===== src/rtl/pipelined_cla_adder.sv =====
// Pipelined WIDTH-bit carry-lookahead add/sub, SLICE bits per stage, latency NSTAGE, valid/ready with global stall.
// Optional clamp-on-signed-overflow enabled by defining ADDER_SAT_EN.
module pipelined_cla_adder #(
    parameter int WIDTH = 32,
    parameter int SLICE = 8
) (
    input  logic             i_clk,
    input  logic             i_rst,
    input  logic             i_valid,
    output logic             o_ready,
    input  logic [WIDTH-1:0] i_bit1,
    input  logic [WIDTH-1:0] i_bit2,
    input  logic             i_carry,
    input  logic             i_sub,
    input  logic             i_sat,
    output logic             o_valid,
    input  logic             i_ready,
    output logic [WIDTH-1:0] o_sum,
    output logic             o_carry,
    output logic             o_overflow,
    output logic             o_zero
);
    localparam int NSTAGE = WIDTH / SLICE;
    localparam int NGRP   = SLICE / 4;
    localparam int L      = NSTAGE - 1;

    if ((WIDTH % SLICE) != 0 || (SLICE % 4) != 0 || SLICE < 4) begin : g_bad_param
        $error("pipelined_cla_adder: WIDTH must be a multiple of SLICE, SLICE a multiple of 4");
    end

    // Two-level lookahead: group carries as flat sum-of-products over group P/G, then bit carries inside each group.
    function automatic logic [SLICE:0] cla_slice(input logic [SLICE-1:0] a,
                                                 input logic [SLICE-1:0] b,
                                                 input logic cin);
        logic [SLICE-1:0] p, g, s;
        logic [NGRP-1:0]  gp, gg;
        logic [NGRP:0]    gc, gcx;
        logic [4:0]       gx;
        logic [3:0]       px;
        logic             t, c;
        p = a ^ b;
        g = a & b;
        s = '0;
        for (int j = 0; j < NGRP; j++) begin
            gp[j] = &p[4*j +: 4];
            gg[j] = g[4*j+3] | (p[4*j+3] & g[4*j+2]) | (&p[4*j+2 +: 2] & g[4*j+1])
                  | (&p[4*j+1 +: 3] & g[4*j]);
        end
        gcx = {gg, cin};
        for (int j = 0; j <= NGRP; j++) begin
            gc[j] = 1'b0;
            for (int i = 0; i <= j; i++) begin
                t = gcx[i];
                for (int m = i; m < j; m++) t = t & gp[m];
                gc[j] = gc[j] | t;
            end
        end
        for (int j = 0; j < NGRP; j++) begin
            gx = {g[4*j +: 4], gc[j]};
            px = p[4*j +: 4];
            for (int n = 0; n < 4; n++) begin
                c = 1'b0;
                for (int i = 0; i <= n; i++) begin
                    t = gx[i];
                    for (int m = i; m < n; m++) t = t & px[m];
                    c = c | t;
                end
                s[4*j+n] = px[n] ^ c;
            end
        end
        return {gc[NGRP], s};
    endfunction

    logic              adv;
    logic              cin;
    logic [WIDTH-1:0]  b_eff;
    logic [NSTAGE-1:0] v_q;
    logic [NSTAGE-1:0] c_q, c_d;
    logic [WIDTH-1:0]  a_q [NSTAGE];
    logic [WIDTH-1:0]  b_q [NSTAGE];
    logic [WIDTH-1:0]  s_q [NSTAGE];
    logic [WIDTH-1:0]  s_d [NSTAGE];
    logic [SLICE:0]    r;
    logic [WIDTH-1:0]  wrap_sum, fin_sum;
    logic              ovf_d;

    logic              o_valid_q, o_carry_q, o_ovf_q, o_zero_q;
    logic [WIDTH-1:0]  o_sum_q;

    assign adv     = ~o_valid_q | i_ready;
    assign o_ready = adv & ~i_rst;
    assign b_eff   = i_sub ? ~i_bit2 : i_bit2;
    assign cin     = i_sub | i_carry;

    // Stage k finishes slice k; lower slices ride along already summed, upper operand bits wait their turn.
    always_comb begin
        r   = '0;
        c_d = '0;
        for (int k = 0; k < NSTAGE; k++) begin
            r = cla_slice(a_q[k][k*SLICE +: SLICE], b_q[k][k*SLICE +: SLICE], c_q[k]);
            s_d[k] = s_q[k];
            s_d[k][k*SLICE +: SLICE] = r[SLICE-1:0];
            c_d[k] = r[SLICE];
        end
    end

    assign wrap_sum = s_d[L];
    assign ovf_d    = (a_q[L][WIDTH-1] == b_q[L][WIDTH-1]) & (wrap_sum[WIDTH-1] != a_q[L][WIDTH-1]);

`ifdef ADDER_SAT_EN
    logic [NSTAGE-1:0] sat_q;

    always_ff @(posedge i_clk) begin
        if (!i_rst && adv) begin
            sat_q[0] <= i_sat;
            for (int k = 1; k < NSTAGE; k++) sat_q[k] <= sat_q[k-1];
        end
    end

    // Overflow direction follows the shared operand sign: both positive can only overflow upward.
    assign fin_sum = (sat_q[L] & ovf_d)
                   ? (a_q[L][WIDTH-1] ? {1'b1, {(WIDTH-1){1'b0}}} : {1'b0, {(WIDTH-1){1'b1}}})
                   : wrap_sum;
`else
    logic unused_sat;
    assign unused_sat = i_sat;
    assign fin_sum    = wrap_sum;
`endif

    always_ff @(posedge i_clk) begin
        if (i_rst) begin
            v_q        <= '0;
            o_valid_q  <= 1'b0;
            o_sum_q    <= '0;
            o_carry_q  <= 1'b0;
            o_ovf_q    <= 1'b0;
            o_zero_q   <= 1'b0;
        end else if (adv) begin
            v_q[0] <= i_valid;
            a_q[0] <= i_bit1;
            b_q[0] <= b_eff;
            s_q[0] <= '0;
            c_q[0] <= cin;
            for (int k = 1; k < NSTAGE; k++) begin
                v_q[k] <= v_q[k-1];
                a_q[k] <= a_q[k-1];
                b_q[k] <= b_q[k-1];
                s_q[k] <= s_d[k-1];
                c_q[k] <= c_d[k-1];
            end
            o_valid_q <= v_q[L];
            o_sum_q   <= fin_sum;
            o_carry_q <= c_d[L];
            o_ovf_q   <= ovf_d;
            o_zero_q  <= ~|fin_sum;
        end
    end

    assign o_valid    = o_valid_q;
    assign o_sum      = o_sum_q;
    assign o_carry    = o_carry_q;
    assign o_overflow = o_ovf_q;
    assign o_zero     = o_zero_q;
endmodule


===== config.mk =====
export PLATFORM = sky130hd
export DESIGN_NAME = pipelined_cla_adder
export DESIGN_NICKNAME = d
export VERILOG_FILES = /design/src/rtl/pipelined_cla_adder.sv
export SDC_FILE = /design/constraint.sdc
export NUM_CORES = 1
export LEC_CHECK = 0
export ABC_AREA = 1
export CORE_MARGIN = 2
export CORE_UTILIZATION = 56
export CTS_BUF_LIST = sky130_fd_sc_hd__clkbuf_4 sky130_fd_sc_hd__clkbuf_8
export CTS_CLUSTER_DIAMETER = 30
export DETAILED_ROUTE_END_ITERATION = 10
export DONT_BUFFER_PORTS = 1
export PLACE_DENSITY = 0.74
export SLEW_MARGIN = 20
export SYNTH_ARGS = -nofsm -noshare
export SYNTH_HDL_FRONTEND = slang
export SYNTH_SLANG_ARGS = --single-unit

===== constraint.sdc =====
create_clock -name i_clk -period 29.5 [get_ports i_clk]
set_clock_uncertainty 0.05 [all_clocks]
set_input_delay 5.9 -clock i_clk [delete_from_list [all_inputs] [get_ports i_clk]]
set_output_delay 5.9 -clock i_clk [all_outputs]
set_load 0.02 [all_outputs]

==> reports/qor.csv <==
stage,metric,value,unit
routing,post-route antenna net violation count,0,
global_route,met2 Use GR,26.8,%
placement,count of input and output buffers,0,
layout,"most common cell after layout, fill and taps aside",edfxtp_1,
synth,share of synthesized registers carrying an async set or reset,0,%
setup_path,CP Class,in2out,
layout,Layout Nets,793,
timing,RSZ-0062 raised after global routing,false,
clock_tree,cts bufs inserted,43,
global_route,gr usage total,16.5,%
worst_hold_path,Hold Path Class,reg2reg,
global_route,vias in the first global route,5048,
floorplanning,DIE HEIGHT,135,µm
placement,DP Wirelength,9.72,mm
power_and_ir_drop,Pwr Density,76.2,nW/µm²
timing,relative slew slack,34.3,%
setup_path,worst-path fanout max,53,
worst_hold_path,Hold Crit Start,s_q[2][9],
global_route,GR Util met1,19.7,%
synth,sequential share of the synthesized area,74.2,%
clock_tree,"Setup Fix Bufs, Post-CTS",0,
synth,cell count after synthesis,642,
setup_path,CP Data Arrival Time,7660,ps
layout,final core occ,63.5,%
timing,worst slew pin tran,986,ps
setup_path,R2R Path Start,o_valid,
global_route,GRT overflow,0,
placement,final RePlAce weighted congestion,0.892,
routing,DR iter-0 viols,253,
clock_tree,root buffer cell,clkbuf_8,
layout,layout cells sized above 1,12.7,%
clock_tree,TritonCTS Sinks,252,
power_and_ir_drop,leakage dissipation,0.00411,µW
synth,Ys Warns,0,
synth,Syn Area/Cell,15.1,µm²
routing,routed vias/inst,5.28,
global_route,largest net degree at the start of global routing,84,
setup_path,CP required,23550,ps
clock_tree,CTS tree,built,
routing,"wirelength, routed",14.6,mm
clock_tree,clk slew on worst S/H paths,60,ps
floorplanning,die area,18300,µm²
clock_tree,Max clock buf depth,3,
floorplanning,num rows,48,
floorplanning,area of the core,17100,µm²
synth,number of synthesized flops with an enable pin,212,
timing,f_max,73.5,MHz
floorplanning,Die W,135,µm
timing,setup TNS,0,ps
layout,most frequent cells in the layout,"edfxtp_1, nor2_1, nand2_1",
global_route,initial antenna violation count,0,
floorplanning,I/O pin cnt,108,
routing,drt first pass iters,4,
layout,area of the multi-input gates,2280,µm²
synth,cell taking the most area after synthesis,edfxtp_1,
clock_tree,hold buffer count at cts,0,
setup_path,crit path from,i_ready,
layout,Fillers,1240,
status,status,"complete, no violations",
synth,mapped cell area,9660,µm²
synth,number of synthesized register bits,252,
synth,post-synth cell types,32,
setup_path,CP Launch Type,input port,
timing,"Slew Viols, Final",0,
global_route,global-route wire length before repair,23.6,mm
synth,Synth Flop Type,edfxtp_1,
global_route,M3 GR Usage,4.90,%
timing,period utilization,46.1,%
timing,final setup violation count,0,
layout,number of diodes,0,
synth,Post-Syn Nets,761,
timing,Period minus WS final,13610,ps
global_route,GR peak layer,met2,
clock_tree,H-tree lvl count,2,
clock_tree,Post-CTS Resized,0,
synth,top cell type's share of synthesized area,65.9,%
power_and_ir_drop,Peak VDD IR,0.0517,mV
job,Max-Cap Viols,0,
routing,Routed wire per std cell,15.6,µm
timing,Final Hold Vio Count,0,
routing,total vias in the final route,4925,
layout,Register Area,7170,µm²
clock_tree,worst-skew pair later-pin latency,520,ps
floorplanning,Starting Density,56.7,%
synth,synth top area cells,"edfxtp_1, dfxtp_1, ha_1",
routing,Residual DRC,0,
layout,area delta synth->final,12.1,%
setup_path,Worst setup EP type,output port,
Yosys cell counts, types with 4 or more instances:
library cell    n
ha_1           40
dfxtp_1        40
nor2_1         71
buf_4           4
nand4_1        18
inv_1          29
xnor2_1         6
edfxtp_1      212
nand3_1        14
buf_2           7
xor2_1         46
nand2_1        53
a21oi_1        19
o21ai_0        38
o2111ai_1       6
fa_1            8
a21o_1          4
through the flow:
step | instances | power [µW] | instance area [µm²] | setup WS, ps | hold WS [ps]
global placement | 854 | 496 | 9870 | 15950 | 351
floorplan | 642 | 488 | 9660 | 11900 | 350
global route | 933 | 862 | 10800 | 15690 | 364
finish | 933 | 825 | 10800 | 15890 | 353
detailed placement | 854 | 500 | 9870 | 15880 | 355
CTS | 933 | 836 | 10800 | 15860 | 355
layout make-up:
| cell class | instances | share of cell area, % |
|---|---|---|
| clock buffers | 61 | 6.94 |
| clock inverters | 18 | 1.91 |
| inverters | 31 | 1.07 |
| multi-input cells | 343 | 21.1 |
| flip-flops and latches | 252 | 66.2 |
| well taps | 225 | 2.60 |
| repair buffers | 3 | 0.208 |
critical path, stage by stage:
cell and delay, ps:
inv_1 30, nand2_2 490, inv_2 430, nor2_4 180, buf_4 580
where the power goes:
group          internal, µW  switching (µW)  leakage [µW]  total, µW
logic                  19.5            32.1       0.00121       51.6
registers               423            18.4       0.00240        441
clock network           202             131      0.000494        333
kinds of logic after synthesis:
family	share of synthesized area, %
AO/OA/AOI/OAI	4.66
buffers and inverters	2.27
XOR/XNOR	4.71
AND/OR/NAND/NOR	7.37
flip-flops	74.2
adder cells (fa/ha/maj)	6.84
sequential cells by signal, summed over array words and instances (netlist names):
name	count
a_q	80
b_q	80
c_q	4
o_carry	1
o_overflow	1
o_sum	32
o_valid	1
o_zero	1
s_q	48
v_q	4
layer usage:
| layer | wire length (µm) | part of all wire [%] |
|---|---|---|
| met1 | 5890 | 40 |
| met2 | 7050 | 48 |
| met3 | 967 | 6.6 |
| met4 | 687 | 4.7 |
| met5 | 0 | 0 |
path summary, 6_finish.rpt:
path	endpoint	slack, ps	depth (start not counted)
worst max-delay path	o_ready	15890	5
worst min-delay path	s_q[3][9]	350	0
worst min register to register	s_q[3][9]	350	0
worst max register to register	s_q[2][13]	25980	5
(Power assumes the default switching activity.)
